--- src/rtl/m68k_intc_pkg.sv ---
// Shared constants for the m68k interrupt controller: register map, spurious vector, IACK states.
package m68k_intc_pkg;

  localparam int MAX_SRC = 16;

  localparam logic [2:0] ADR_PEND  = 3'd0;
  localparam logic [2:0] ADR_MASK  = 3'd1;
  localparam logic [2:0] ADR_MODE  = 3'd2;
  localparam logic [2:0] ADR_LVL0  = 3'd3;
  localparam logic [2:0] ADR_LVL1  = 3'd4;
  localparam logic [2:0] ADR_VBASE = 3'd5;
  localparam logic [2:0] ADR_STAT  = 3'd6;

  localparam logic [7:0] SPURIOUS_VEC = 8'h18;

  typedef enum logic {
    IACK_IDLE = 1'b0,
    IACK_ACK  = 1'b1
  } iack_state_t;

endpackage

--- src/rtl/m68k_intc_sync.sv ---
// Optional 2-flop synchroniser for a vector of interrupt lines, plus a rising-edge detector
// on the synchronised value.
module m68k_intc_sync #(
  parameter int W       = 8,
  parameter int SYNC_EN = 1
) (
  input  logic         clk,
  input  logic         rst_n,
  input  logic [W-1:0] d,
  output logic [W-1:0] q,
  output logic [W-1:0] rise
);

  logic [W-1:0] prev_p2;

  generate
    if (SYNC_EN != 0) begin : g_sync
      logic [W-1:0] meta_p0;
      logic [W-1:0] sync_p1;
      always_ff @(posedge clk or negedge rst_n) begin
        if (!rst_n) begin
          meta_p0 <= '0;
          sync_p1 <= '0;
        end else begin
          meta_p0 <= d;
          sync_p1 <= meta_p0;
        end
      end
      assign q = sync_p1;
    end else begin : g_direct
      assign q = d;
    end
  endgenerate

  // Edge stage: remember last synchronised value
  always_ff @(posedge clk or negedge rst_n) begin
    if (!rst_n) prev_p2 <= '0;
    else        prev_p2 <= q;
  end

  assign rise = q & ~prev_p2;

endmodule

--- src/rtl/m68k_intctrl.sv ---
// Wishbone-programmable 68k interrupt controller: per-source level/mask/mode, IPL output, IACK vectoring.
// Define M68K_INTC_VECTOR_EN for vectored acknowledges; otherwise every acknowledge is an autovector.
module m68k_intctrl
  import m68k_intc_pkg::*;
#(
  parameter int N_SRC   = 8,
  parameter int SYNC_EN = 1
) (
  input  logic             wb_clk_i,
  input  logic             wb_reset_ni,
  input  logic             wb_cyc_i,
  input  logic             wb_stb_i,
  input  logic             wb_we_i,
  input  logic [2:0]       wb_adr_i,
  input  logic [31:0]      wb_dat_i,
  output logic [31:0]      wb_dat_o,
  output logic             wb_ack_o,
  input  logic [N_SRC-1:0] int_i,
  output logic [2:0]       ipl_o,
  input  logic             iack_i,
  input  logic [2:0]       iack_lvl_i,
  output logic             iack_ack_o,
  output logic [7:0]       iack_vec_o,
  output logic             iack_avec_o
);

  logic [N_SRC-1:0] lvl_q, rise;
  logic [N_SRC-1:0] mask, mode, mode_nx, pend_edge, pend;
  logic [N_SRC-1:0] elig, w1c, iack_clr;
  logic [2:0]       lvl [N_SRC];
  logic [2:0]       win_lvl, lat_lvl;
  logic [3:0]       win_idx, win_idx_r, sel_idx;
  logic             sel_found;
  logic             acc, wr;
  logic [31:0]      rd_data;
  iack_state_t      state;
`ifdef M68K_INTC_VECTOR_EN
  logic [7:0]       vbase;
`endif
  logic             unused_dat;

  assign unused_dat = ^wb_dat_i;

  m68k_intc_sync #(.W(N_SRC), .SYNC_EN(SYNC_EN)) u_sync (
    .clk   (wb_clk_i),
    .rst_n (wb_reset_ni),
    .d     (int_i),
    .q     (lvl_q),
    .rise  (rise)
  );

  // A transfer is accepted only while ack is low, so back-to-back acks need a fresh strobe cycle
  assign acc     = wb_cyc_i & wb_stb_i & ~wb_ack_o;
  assign wr      = acc & wb_we_i;
  assign w1c     = (wr && wb_adr_i == ADR_PEND) ? wb_dat_i[N_SRC-1:0] : '0;
  assign mode_nx = (wr && wb_adr_i == ADR_MODE) ? wb_dat_i[N_SRC-1:0] : mode;
  assign pend    = (pend_edge & mode) | (lvl_q & ~mode);

  always_comb begin
    elig      = '0;
    win_lvl   = '0;
    win_idx   = '0;
    sel_found = 1'b0;
    sel_idx   = '0;
    iack_clr  = '0;
    for (int s = 0; s < N_SRC; s++) begin
      elig[s] = pend[s] & mask[s] & (lvl[s] != 3'd0);
      // Strict compare keeps the lowest index on a tie
      if (elig[s] && lvl[s] > win_lvl) begin
        win_lvl = lvl[s];
        win_idx = 4'(s);
      end
    end
    for (int s = N_SRC - 1; s >= 0; s--) begin
      if (elig[s] && lvl[s] == lat_lvl) begin
        sel_found = 1'b1;
        sel_idx   = 4'(s);
      end
    end
    for (int s = 0; s < N_SRC; s++) begin
      iack_clr[s] = (state == IACK_ACK) && sel_found && (sel_idx == 4'(s));
    end
  end

  always_comb begin
    rd_data = '0;
    case (wb_adr_i)
      ADR_PEND: rd_data[N_SRC-1:0] = pend;
      ADR_MASK: rd_data[N_SRC-1:0] = mask;
      ADR_MODE: rd_data[N_SRC-1:0] = mode;
      ADR_LVL0, ADR_LVL1: begin
        for (int s = 0; s < N_SRC; s++) begin
          if ((wb_adr_i == ADR_LVL0) == (s < 8)) rd_data[4*(s%8) +: 3] = lvl[s];
        end
      end
`ifdef M68K_INTC_VECTOR_EN
      ADR_VBASE: rd_data[7:0] = vbase;
`endif
      ADR_STAT: begin
        rd_data[2:0]  = ipl_o;
        rd_data[11:8] = win_idx_r;
      end
      default: rd_data = '0;
    endcase
  end

  // Bus stage: ack, read data and register-file writes
  always_ff @(posedge wb_clk_i or negedge wb_reset_ni) begin
    if (!wb_reset_ni) begin
      wb_ack_o <= 1'b0;
      wb_dat_o <= '0;
      mask     <= '0;
      mode     <= '0;
      for (int s = 0; s < N_SRC; s++) lvl[s] <= '0;
`ifdef M68K_INTC_VECTOR_EN
      vbase    <= '0;
`endif
    end else begin
      wb_ack_o <= acc;
      if (acc) wb_dat_o <= rd_data;
      mode <= mode_nx;
      if (wr && wb_adr_i == ADR_MASK) mask <= wb_dat_i[N_SRC-1:0];
      for (int s = 0; s < N_SRC; s++) begin
        if (wr && ((wb_adr_i == ADR_LVL0 && s < 8) || (wb_adr_i == ADR_LVL1 && s >= 8)))
          lvl[s] <= wb_dat_i[4*(s%8) +: 3];
      end
`ifdef M68K_INTC_VECTOR_EN
      if (wr && wb_adr_i == ADR_VBASE) vbase <= wb_dat_i[7:0];
`endif
    end
  end

  // Pending stage: a new edge beats any clear in the same cycle; a mode change drops the edge bit
  always_ff @(posedge wb_clk_i or negedge wb_reset_ni) begin
    if (!wb_reset_ni) begin
      pend_edge <= '0;
      ipl_o     <= '0;
      win_idx_r <= '0;
    end else begin
      pend_edge <= ((pend_edge & ~(w1c | iack_clr | (mode ^ mode_nx))) | rise) & mode_nx;
      ipl_o     <= win_lvl;
      win_idx_r <= win_idx;
    end
  end

  // Acknowledge stage
  always_ff @(posedge wb_clk_i or negedge wb_reset_ni) begin
    if (!wb_reset_ni) begin
      state       <= IACK_IDLE;
      lat_lvl     <= '0;
      iack_ack_o  <= 1'b0;
      iack_vec_o  <= '0;
      iack_avec_o <= 1'b0;
    end else begin
      case (state)
        IACK_IDLE: begin
          iack_ack_o <= 1'b0;
          if (iack_i) begin
            lat_lvl <= iack_lvl_i;
            state   <= IACK_ACK;
          end
        end
        default: begin
          iack_ack_o <= 1'b1;
          state      <= IACK_IDLE;
`ifdef M68K_INTC_VECTOR_EN
          iack_vec_o  <= sel_found ? (vbase + {4'b0000, sel_idx}) : SPURIOUS_VEC;
          iack_avec_o <= 1'b0;
`else
          iack_vec_o  <= '0;
          iack_avec_o <= 1'b1;
`endif
        end
      endcase
    end
  end

endmodule

--- config.mk ---
export PLATFORM = sky130hd
export DESIGN_NAME = m68k_intctrl
export DESIGN_NICKNAME = d
export VERILOG_FILES = /design/src/rtl/m68k_intc_pkg.sv /design/src/rtl/m68k_intc_sync.sv /design/src/rtl/m68k_intctrl.sv
export SDC_FILE = /design/constraint.sdc
export NUM_CORES = 1
export LEC_CHECK = 0
export ABC_AREA = 0
export CAP_MARGIN = 30
export CORE_MARGIN = 5
export CORE_UTILIZATION = 52
export DETAILED_ROUTE_END_ITERATION = 8
export PLACE_DENSITY = 0.76
export SETUP_SLACK_MARGIN = 0.3
export SYNTH_ARGS = -nofsm -noshare
export SYNTH_HDL_FRONTEND = slang
export SYNTH_SLANG_ARGS = --single-unit
--- constraint.sdc ---
create_clock -name wb_clk_i -period 26.6 [get_ports wb_clk_i]
set_input_delay 3.99 -clock wb_clk_i [delete_from_list [all_inputs] [get_ports wb_clk_i]]
set_output_delay 3.99 -clock wb_clk_i [all_outputs]
set_load 0.01 [all_outputs]
# Word-level counts from Yosys, hierarchy flattened
# Index checks and enable logic that the tools add are counted.
# totals
register_bits	112
memories	0
wordCells	179
out_inout_bits	46
latchBits	0
in_bits	52
mem_bits_ro	0
ramBits	0
# op_classes
order_cmp	8
n_shift	0
bitwise	34
n_mul	0
div	0
reduce_logical	41
n_mux	54
n_eq_ne	20
n_addsub	0
# op_table
operator	n
two-way mux 3 bit	33
bitwise AND 8 bit	5
bitwise OR 8 bit	4
logical AND 1 bit	29
equality test 3 bit	8
NOT 8 bit	3
nonzero test 3 bit	8
> comparator 3 bit	7
bitwise AND 1 bit	19
equality test 4 x 3 -> 1 bit, second input constant	4
two-way mux 8 bit	2
one-hot mux 3 bit (5 select lines)	1
two-way mux 1 bit	12
one-hot mux 3 bit (4 select lines)	1
equality test 4 x 2 -> 1 bit, second input constant	2
bitwise XOR 8 bit	1
equality test 3 x 2 -> 1 bit, second input constant	2
equality test 3 bit, second input constant	2
one-hot mux 1 bit (3 select lines)	2
one-hot mux 3 bit (2 select lines)	1
equality test 4 x 1 -> 1 bit, second input constant	1
zero test 4 bit	1
two-way mux 2 bit	2
equality test 3 x 1 -> 1 bit, second input constant	1
other kinds (5)	6

# Logic depth before layout (Yosys ltp)
# Gate-level depths: netlist of the first run.
# logic_depth
depth_word	28
mapped_depth	50
mapped_depth_nobuf	50

# By module
# A second synthesis of the first run with hierarchy kept.
# hier_totals
hier_cells	549
hier_area_um2	6022.0
# by_module_without_submodules
module	cells_each	area_per_inst_um2	seq_area_each_um2	instances
m68k_intctrl	517	5311.3	2177.1	1
m68k_intc_sync	32	710.7	600.6	1

# Worst setup path after synthesis of the first run
# No wires, ideal clock.
# synth_timing
path_type	register to register
from	register mode[0]
to	register ipl_o[0]
path_buffers	0
t_required_ns	26.523
t_arrival_ns	9.787
setup_time_ns	0.077
setup_slack_ns	16.735
stages_incl_launch_ff	49
synth_period_minus_slack_ns	9.865
path_cell_list	dfrtp_1 -> mux2_2 -> and3_1 -> inv_1 -> ha_1 -> nand3_1 -> nand3_1 -> a211oi_2 -> mux2_2 -> ha_1 -> nor2_1 -> nand2_1 -> a21oi_2 -> o211ai_2 -> mux2_4 -> ha_1 -> nor2_1 -> nor2_1 -> (+13 left out) -> ha_1 -> a21oi_1 -> a31oi_1 -> o31a_1 -> a32o_1 -> ha_1 -> nor2b_1 -> o21a_1 -> o21ai_0 -> a31oi_1 -> mux2_2 -> ha_1 -> o21a_1 -> o21ai_0 -> a31oi_1 -> nor3b_1 -> a21o_1 -> a21oi_1
# synth_via
elab_chain_cells	28
elab_cells_between_ends	29
classes_between	order compare (7); mux (8); bitwise (6); reduce/logical (8)
# synth_rtl
item	line_no	source
start, declared	m68k_intctrl.sv:28	logic [N_SRC-1:0] mask, mode, mode_nx, pend_edge, pend;
start signal, assigned	m68k_intctrl.sv:121	mode <= mode_nx;
NOT 8 bit	m68k_intctrl.sv:57	assign pend = (pend_edge & mode) | (lvl_q & ~mode);
bitwise AND 8 bit	m68k_intctrl.sv:57	
bitwise OR 8 bit (*)	m68k_intctrl.sv:57	
bitwise AND 1 bit (*) (2 in series)	m68k_intctrl.sv:67	elig[s] = pend[s] & mask[s] & (lvl[s] != 3'd0);
logical AND 1 bit (*)	m68k_intctrl.sv:69	if (elig[s] && lvl[s] > win_lvl) begin
two-way mux 3 bit (*)	m68k_intctrl.sv:69	
> comparator 3 bit	m68k_intctrl.sv:69	
logical AND 1 bit	m68k_intctrl.sv:69	
(+12 left out)	n/a	
two-way mux 3 bit (*)	m68k_intctrl.sv:69	
> comparator 3 bit	m68k_intctrl.sv:69	
logical AND 1 bit	m68k_intctrl.sv:69	
two-way mux 3 bit (*)	m68k_intctrl.sv:69	
> comparator 3 bit	m68k_intctrl.sv:69	
logical AND 1 bit	m68k_intctrl.sv:69	
two-way mux 3 bit (*)	m68k_intctrl.sv:69	
net win_lvl[0]	m68k_intctrl.sv:31	logic [2:0] win_lvl, lat_lvl;
end signal, assigned	m68k_intctrl.sv:141	ipl_o <= win_lvl;
end, declared	m68k_intctrl.sv:19	output logic [2:0] ipl_o,
# The timed path passes the listed nets; every way through them passes the cells marked *.
# A chain may end at the register's enable or synchronous reset.

# Worst setup path in the final report of the first run
# Same ends and word-level chain as after synthesis.

==> impl_metrics.toml, run 1 <==
[worst_setup_path]
crit_path_end_kind = "register"
setup.worst_path.class = "register to register"
startpoint_type = "register"
cp_common_cell = "ha_1"
critPathMaxStageDelay_ns = 0.58
crit_fanout = 10
crit_arrival_ns = 11.65
worst_path_max_delay_cell = "a31oi_1"
worstPathRequired_ns = 26.87

[placement]
hpwlAfterDp_mm = 10.4
portBuffers = 77
gp_congestion = 0.856
place_area_mm2 = 0.00674

[timing]
max-slew-margin-rel_pct = 48.4
setup_violations = 0
worst_clock_skew_ns = 0.00725
worst_pin_slew_ns = 0.773
rsz0062_at_grt = "no"
fin_crit_sh_pct = 42.8
hold_viol = 0
fin_tns_setup_ns = 0
clock.fmax_ghz = 0.0878
fin_crit_ns = 11.38
slew_viol_final = 0

[power]
comb_power_share_pct = 23.1
vdd_drop_max_mv = 0.0464
power.share.sequential_pct = 47.2
power_switching_mw = 0.148
pwr-share-clk_pct = 29.7
p_sw_share_pct = 32.2
leakage_nw = 3.08
p_int_mw = 0.311
p_per_area_mw_per_mm2 = 65.2

[finish]
stdcell_area_mm2 = 0.00704
fin_util_pct = 64.1
nets = 679
drive_above_1_share_pct = 14.7
antenna_cells = 0
syn2layout_area_growth_pct = 19.6

[drt]
route.detailed.drc = 0
routed.top_layer = "met4"
dr.pass1.iters = 5
drt-total-wl_mm = 14.3
ant_nets = 0
met3_length_um = 881
drtIter0Drc = 290
viasPerCell = 5.96
wl_met2_mm = 6.85
routedWlPerCell_um = 18.8
vias = 4523
drt-met1-wl_mm = 6.20

[min_path]
min_path_type = "register to register"

[clock_tree]
clock_latency_ns = 0.35
ctsHtreeMaxLevel = 3
cts_num_sinks = 111
cts_resized = 0
clk_transition_reported_paths_ns = 0.08
cts-root-buf = "clkbuf_16"
numCtsBuffers = 9
cts_tree = "done"
hold_buffers = 0
clockBufferDepth = 2
cts_setup_buffers = 0

[global_routing]
antenna_found_initial = 0
grt_pass1_wl_mm = 23.7
grt_max_degree = 59
grt_use_total_pct = 22.4
grt.overflow.total = 0
grt_pass1_vias = 4622

[synthesis]
ys_ff_latch = 111
synth_compound_area_share_pct = 18.3
synth_ff_type = "dfrtp_1"
yosys-top-cells-area = "dfrtp_1 (47%), mux2_2 (9.9%), a22o_1 (3.4%), o21ai_0 (2.8%), ha_1 (2.8%)"
synth_most_common_cell = "dfrtp_1"
synthSimpleGateAreaFrac_pct = 11.1
synth.top_cell.area_share_pct = 47.2
synth_largest_area_cell = "dfrtp_1"
ys_seq_area_share_pct = 47.2
ys_warn_count = 0
syn_area_per_cell_um2 = 10.8
synthAdderAreaFrac_pct = 2.76
synth_xor_area_share_pct = 3.87
synthCells = 547
synth.mux.area_fraction_pct = 12.1
yosys-top-cells-count = "dfrtp_1 (111), mux2_2 (52), nand2_1 (40)"
ys_types = 65
synth_edf_count = 0
ys_async_sr_fraction_pct = 100
synth_top_family_by_area = "compound AO/OA/AOI/OAI gates"
syn_area_mm2 = 0.00589

[run_status]
status = "completed"

[floorplanning]
core_area_mm2 = 0.0110
std_cell_rows = 38
boundaryPins = 98
die_x_um = 116
die-area_mm2 = 0.0136
start_util_pct = 53.6
die-height_um = 116

[run]
drv_cap = 0
## final timing paths
| kind | startpoint | end | slack [ns] | depth (start not counted) |
|---|---|---|---|---|
| max in group asynchronous | wb_reset_ni | lvl[17]$_DFFE_PN0P_ | 21.75 | 2 |
| min | u_sync.g_sync.meta_p0[4]$_DFF_PN0_ | u_sync.q[4]$_DFF_PN0_ | 0.35 | 0 |
| min reg2reg | u_sync.g_sync.meta_p0[4]$_DFF_PN0_ | u_sync.q[4]$_DFF_PN0_ | 0.35 | 0 |
| max | mode[0]$_DFF_PN0_ | ipl_o[0]$_DFF_PN0_ | 15.22 | 48 |
| max reg2reg | mode[0]$_DFF_PN0_ | ipl_o[0]$_DFF_PN0_ | 15.22 | 48 |
| min in group asynchronous | wb_reset_ni | u_sync.g_sync.meta_p0[5]$_DFF_PN0_ | 3.69 | 1 |
## cells by family (layout without fill, tap and decap cells)
family                   count (synthesis)  in the layout
other                                    1             14
adder cells (fa/ha/maj)                 13             13
AND/OR/NAND/NOR                        129            129
buffers and inverters                   58            117
flip-flops                             111            111
multiplexers                            60             60
AO/OA/AOI/OAI                          149            149
XOR/XNOR                                26             26
## worst max-delay path: cells and delay by family (launching register included)
| family | cells | cell delay, ns |
|---|---|---|
| flops | 1 | 0.43 |
| compound gates | 21 | 4.32 |
| mux | 6 | 2.30 |
| fa+ha+maj | 7 | 1.85 |
| simple gates | 13 | 2.26 |
| buf+inv | 1 | 0.12 |
## flip-flops by register name (all words and copies together), names as in the netlist
name                   flops
iack_ack_o                 1
u_sync.q                   8
ipl_o                      3
u_sync.prev_p2             8
state                      1
mask                       8
win_idx_r                  3
mode                       8
lvl                       24
wb_ack_o                   1
iack_avec_o                1
u_sync.g_sync.meta_p0      8
lat_lvl                    3
pend_edge                  8
wb_dat_o                  26
## cells in the final DEF, fill, tap and decap left out, types with 6 or more instances in the layout
| master | Yosys | routed |
|---|---|---|
| nand3_1 | 7 | 7 |
| xnor2_1 | 14 | 14 |
| clkdlybuf4s50_1 | 0 | 76 |
| nor2_1 | 25 | 25 |
| o21a_1 | 7 | 7 |
| nand2_1 | 40 | 40 |
| a22oi_1 | 6 | 6 |
| a21boi_0 | 9 | 9 |
| xor2_1 | 12 | 12 |
| inv_1 | 20 | 20 |
| dfrtp_1 | 111 | 111 |
| and3_1 | 9 | 9 |
| conb_1 | 1 | 14 |
| a22o_1 | 23 | 23 |
| mux2_2 | 52 | 52 |
| nand2b_1 | 7 | 7 |
| clkbuf_16 | 0 | 9 |
| ha_1 | 13 | 13 |
| o21ai_0 | 33 | 33 |
| nor2b_1 | 10 | 10 |
| a21oi_1 | 18 | 18 |
## power by group through the flow
stage | clock network (mW) | registers [mW] | logic [mW]
6_report | 0.136 | 0.216 | 0.106
5_1_grt | 0.147 | 0.220 | 0.118
4_1_cts | 0.139 | 0.216 | 0.106
3_5_place_dp | 0 | 0.219 | 0.105
3_3_place_gp | 0 | 0.218 | 0.101
2_1_floorplan | 0 | 0.207 | 0.0774
## cell type report
class	count	area [um2]
fillers	916	3940
flip-flops and latches	111	2780
well taps	140	175
clock buffers	9	225
inverters	20	75.1
repair buffers	81	818
clock inverters	7	81.3
multi-input cells	391	2890
## through the flow
stage	setup WS [ns]	hold slack, ns	std cells	total power [mW]
2_1_floorplan	16.74	0.331	560	0.285
3_3_place_gp	15.74	0.332	742	0.319
3_5_place_dp	15.44	0.337	743	0.324
4_1_cts	15.34	0.357	759	0.461
5_1_grt	14.22	0.361	759	0.485
6_report	15.22	0.354	759	0.459
## per-layer routing
metal,GRT usage [%],vias to the layer above
met4,7.19,0
met3,4.09,26
met2,36.6,158
li1,-,2098
met5,0,-
met1,30.5,2241
No activity file was read; power rests on OpenSTA's default activity.
==> run 2, diff against run 1 <==
==> constraint.sdc (replaced) <==
create_clock -name wb_clk_i -period 11 [get_ports wb_clk_i]
set_input_delay 1.65 -clock wb_clk_i [delete_from_list [all_inputs] [get_ports wb_clk_i]]
set_output_delay 1.65 -clock wb_clk_i [all_outputs]
set_load 0.01 [all_outputs]
==> run 2 against run 1 <==
Effect of this change:
- die area unchanged
- flip-flop and latch count is the same
- cell area increased by 2.3%
- worst hold slack got worse by 0.0032 ns
- global-route usage rose by 0.20 points
- final cell count rose by 1.2%
- maximum frequency is 12% higher
- clock power is 140% higher
==> impl_metrics.toml, run 2 (synthesis results as in run 1) <==
[run_status]
status = "completed"

[worst_setup_path]
rrSetupSlack_ns = 0.83
crit_path_end_kind = "register"
setup.worst_path.class = "register to register"
cp_common_cell = "ha_1"
crit_fanout = 8
worstPathRequired_ns = 11.29
worst_path_max_delay_cell = "dfrtp_2"
crit_arrival_ns = 10.46
critPathMaxStageDelay_ns = 0.45
startpoint_type = "register"

[timing]
worst_clock_skew_ns = 0.0110
fin_tns_setup_ns = 0
max-slew-margin-rel_pct = 46.6
setup_violations = 0
worst_hold_slack_ns = 0.350
hold_viol = 0
fin_crit_ns = 10.17
rsz0062_at_grt = "no"
slew_viol_final = 0
worst_pin_slew_ns = 0.793
clock.fmax_ghz = 0.0983
fin_crit_sh_pct = 92.5

[floorplanning]
die-height_um = 116
std_cell_rows = 38
die-area_mm2 = 0.0136
start_util_pct = 53.6
core_area_mm2 = 0.0110
die_x_um = 116
boundaryPins = 98

[global_routing]
grt_use_total_pct = 22.6
grt_pass1_wl_mm = 23.7
grt_max_degree = 59
grt_use_met2_pct = 37.1
grt.overflow.total = 0
grtUsageMet1_pct = 29.2
met3_usage_pct = 5.28
antenna_found_initial = 0
grt_pass1_vias = 4638
grt.busiest_layer = "met2"

[drt]
ant_nets = 0
routedWlPerCell_um = 19.0
drt-total-wl_mm = 14.6
viasPerCell = 5.99
route.detailed.drc = 0
vias = 4597
dr.pass1.iters = 5
drtIter0Drc = 274

[clock_tree]
cts_tree = "done"
cts_num_sinks = 111
clock_latency_ns = 0.36
cts-root-buf = "clkbuf_16"
ctsHtreeMaxLevel = 3
numCtsBuffers = 9
clk_transition_reported_paths_ns = 0.08
clockBufferDepth = 2

[finish]
nFillCells = 874
layout_commonest_cell = "dfrtp_1"
syn2layout_area_growth_pct = 22.3
top_register = "wb_dat_o"
antenna_cells = 0
largest_register_ffs = 26
nets = 688
final_cell_mix = "dfrtp_1 (110), clkdlybuf4s50_1 (76), mux2_2 (52)"
reg.largest.list = "wb_dat_o (26), lvl (24)"
drive_above_1_share_pct = 18.8

[placement]
hpwlAfterDp_mm = 10.5
gp_congestion = 0.852
portBuffers = 77

[power]
leakage_nw = 3.14
total_power_mw = 1.13
vdd_drop_max_mv = 0.144
p_per_area_mw_per_mm2 = 157

[min_path]
min_path_type = "register to register"

[run]
drv_cap = 0
[run 2: changes by cell type in the layout (fill, tap and decap cells not counted), sizes merged]
cell / before / now
buf: 5 / 14
clkinv: 3 / 2
clkinvlp: 0 / 1
[run 2: layout make-up]
| class | count | area (um2) | area share, % |
|---|---|---|---|
| Clock inverter | 7 | 80.1 | 1.11 |
| Timing Repair Buffer | 90 | 886 | 12.3 |
| Multi-Input combinational cell | 391 | 2980 | 41.4 |
| Clock buffer | 9 | 225 | 3.13 |
| Inverter | 20 | 75.1 | 1.04 |
| Tap cell | 140 | 175 | 2.43 |
| Sequential cell | 111 | 2780 | 38.6 |
[run 2: final timing paths]
| kind | endpoint | cells past startpoint | from |
|---|---|---|---|
| min in group asynchronous | u_sync.g_sync.meta_p0[5]$_DFF_PN0_ | 1 | wb_reset_ni |
| worst min register to register | u_sync.q[3]$_DFF_PN0_ | 0 | u_sync.g_sync.meta_p0[3]$_DFF_PN0_ |
| worst max-delay path | ipl_o[0]$_DFF_PN0_ | 49 | mode[0]$_DFF_PN0_ |
| worst max register to register | ipl_o[0]$_DFF_PN0_ | 49 | mode[0]$_DFF_PN0_ |
| worst min-delay path | u_sync.q[3]$_DFF_PN0_ | 0 | u_sync.g_sync.meta_p0[3]$_DFF_PN0_ |
| max in group asynchronous | mode[0]$_DFF_PN0_ | 2 | wb_reset_ni |
[run 2: layer usage]
metal  up-vias  share of wire (%)  wire length (um)
li1       2126                  -                 -
met1      2297                 43              6280
met2       138                 49              7140
met3        36                5.1               738
met4         0                2.8               402
met5         -                  0                 0
[run 2: power by group]
group          total [mW]  switching [mW]  internal (mW)
Clock               0.330           0.168          0.163
Sequential          0.526          0.0698          0.456
Combinational       0.275           0.132          0.143
[run 2: stage by stage]
stage	area [um2]	setup WS [ns]	util (%)	cells
detailed placement	6750	0.341	61.5	745
global placement	6720	0.629	61.2	744
floorplan	5940	1.14	-	560
finish	7200	0.826	65.6	768
CTS	7060	0.359	64.3	761
global route	7200	0.226	65.6	768
[run 2: worst max-delay path, delay by kind of cell (launching register included)]
family                     cells  cell delay [ns]
AOI/OAI and AO/OA             22             3.47
and+or+nand+nor               13             1.97
buffers and inverters          1             0.19
adders and majority gates      7             1.98
DFF                            1             0.45
muxes                          6             2.05
[run 2: timing repair]
| item | in CTS | in global routing |
|---|---|---|
| hold endpoints to repair | 0 | 0 |
| hold buffers | 0 | 0 |
| buffers inserted | 0 | 7 |
| pin swaps | 0 | 5 |
| gates resized for setup | 1 | 20 |
| setup endpoints to repair | 1 | 6 |
==> run 3, diff against run 2 <==
--- a/config.mk
+++ b/config.mk
@@ -7,7 +7,6 @@
 export LEC_CHECK = 0
 export ABC_AREA = 0
 export CAP_MARGIN = 30
-export CORE_MARGIN = 5
 export CORE_UTILIZATION = 52
 export DETAILED_ROUTE_END_ITERATION = 8
 export PLACE_DENSITY = 0.76
==> run 3 against run 2 <==
Effect of this change:
- core utilization grew 0.57 points
- critical endpoint unchanged
- largest power group unchanged
- routed wire length fell by 0.45%
- critical path depth rose by 2
==> impl_metrics.toml, run 3 (synthesis results as in run 1) <==
[drt]
ant_nets = 0
route.detailed.drc = 0
viasPerCell = 5.97
dr.pass1.iters = 5
drtIter0Drc = 257
routedWlPerCell_um = 18.8
vias = 4611
drt-total-wl_mm = 14.5

[worst_setup_path]
cp_common_cell = "ha_1"
critPathMaxStageDelay_ns = 0.40
cp-endpoint = "ipl_o[0]$_DFF_PN0_"
rrSetupSlack_ns = 0.85
crit_arrival_ns = 10.40
reg2reg_depth = 51
crit_fanout = 8
setup.worst_path.class = "register to register"
regToRegEndpoint = "ipl_o[0]$_DFF_PN0_"
rr_startpoint = "mode[0]$_DFF_PN0_"
worstPathRequired_ns = 11.25
worst_path_max_delay_cell = "mux2_2"
startpoint_type = "register"
crit_path_end_kind = "register"
cp-startpoint = "mode[0]$_DFF_PN0_"

[finish]
final_cell_count_no_fill = 772
antenna_cells = 0
reg.largest.list = "wb_dat_o (26), lvl (24)"
nets = 692
drive_above_1_share_pct = 18.7
final_cell_mix = "dfrtp_1 (111), clkdlybuf4s50_1 (76), mux2_2 (52)"
top_register = "wb_dat_o"
syn2layout_area_growth_pct = 22.8
layout_commonest_cell = "dfrtp_1"
fin_util_pct = 66.1
largest_register_ffs = 26

[min_path]
min_path_type = "register to register"

[timing]
rsz0062_at_grt = "no"
fin_ws_ns = 0.846
setup_violations = 0
fin_crit_ns = 10.15
hold_viol = 0
worst_clock_skew_ns = 0.00794
fin_tns_setup_ns = 0
max-slew-margin-rel_pct = 45.6
fin_crit_sh_pct = 92.3
clock.fmax_ghz = 0.0985
slew_viol_final = 0
worst_pin_slew_ns = 0.809

[floorplanning]
die_x_um = 108
std_cell_rows = 38
core_area_mm2 = 0.0109
die-height_um = 108
die-area_mm2 = 0.0118
start_util_pct = 53.9
boundaryPins = 98

[global_routing]
grt.overflow.total = 0
grtUsageMet1_pct = 31.4
grt.busiest_layer = "met2"
grt_use_met2_pct = 43.4
grt_use_total_pct = 25.9
grt_max_degree = 79
antenna_found_initial = 0
grt_pass1_vias = 4741
met3_usage_pct = 6.63
grt_pass1_wl_mm = 23.1

[clock_tree]
cts_tree = "done"
numCtsBuffers = 9
clockBufferDepth = 2
clock_latency_ns = 0.37
cts_num_sinks = 111
cts-root-buf = "clkbuf_16"
ctsHtreeMaxLevel = 3
clk_transition_reported_paths_ns = 0.08

[placement]
gp_congestion = 0.848
dpl_worst_slack_ns = 0.310
portBuffers = 77
hpwlAfterDp_mm = 10.3
place_inst = 745

[power]
leakage_nw = 3.16
p_per_area_mw_per_mm2 = 157
total_power_mw = 1.14
vdd_drop_max_mv = 0.127

[run]
drv_cap = 0

[run_status]
status = "completed"
==> run 3: layer usage <==
layer / wire length [um] / part of all wire, %
met1: 5960 / 41
met2: 7190 / 50
met3: 914 / 6.3
met4: 430 / 3.0
met5: 0 / 0
==> run 3: worst min-delay path by stage <==
stage                                             startpoint                     to  cells past startpoint
final                     u_sync.g_sync.meta_p0[4]$_DFF_PN0_  u_sync.q[4]$_DFF_PN0_                      0
after global routing      u_sync.g_sync.meta_p0[7]$_DFF_PN0_  u_sync.q[7]$_DFF_PN0_                      0
after CTS                 u_sync.g_sync.meta_p0[4]$_DFF_PN0_  u_sync.q[4]$_DFF_PN0_                      0
after detailed placement  u_sync.g_sync.meta_p0[4]$_DFF_PN0_  u_sync.q[4]$_DFF_PN0_                      0
after global placement    u_sync.g_sync.meta_p0[5]$_DFF_PN0_  u_sync.q[5]$_DFF_PN0_                      0
after floorplan           u_sync.g_sync.meta_p0[0]$_DFF_PN0_  u_sync.q[0]$_DFF_PN0_                      0
==> run 3: area by class of cell <==
cell class / count / area, um2
Timing Repair Buffer: 94 / 936
Multi-Input combinational cell: 391 / 2970
Tap cell: 140 / 175
Sequential cell: 111 / 2780
Clock buffer: 9 / 225
Clock inverter: 7 / 77.6
Fill cell: 862 / 3700
Inverter: 20 / 75.1
==> run 3: what timing repair did <==
item | 4_1_cts | 5_1_grt
pin swaps | 0 | 5
endpoints found under the hold margin | 0 | 0
cloned | 0 | 0
resized for setup | 1 | 17
endpoints found under the setup margin | 1 | 6
hold buffers | 0 | 0
setup buffers | 0 | 10
==> run 3: critical path: cells and delay by family, from the launching register on <==
family	cells	cell delay (ns)
DFF	1	0.38
buffers and inverters	3	0.46
muxes	5	1.79
AOI/OAI and AO/OA	22	3.62
and+or+nand+nor	14	1.87
adders and majority gates	7	1.93
==> run 3: where the power goes <==
group | switching [mW] | internal [mW]
logic | 0.135 | 0.145
registers | 0.0692 | 0.456
clock network | 0.168 | 0.163
total | 0.372 | 0.764
==> run 3: per-stage QoR <==
stage / hold slack (ns) / area [um2]
final: 0.352 / 7230
after detailed placement: 0.335 / 6750
after floorplan: 0.331 / 5940
after CTS: 0.353 / 7060
after global routing: 0.361 / 7230
after global placement: 0.333 / 6720
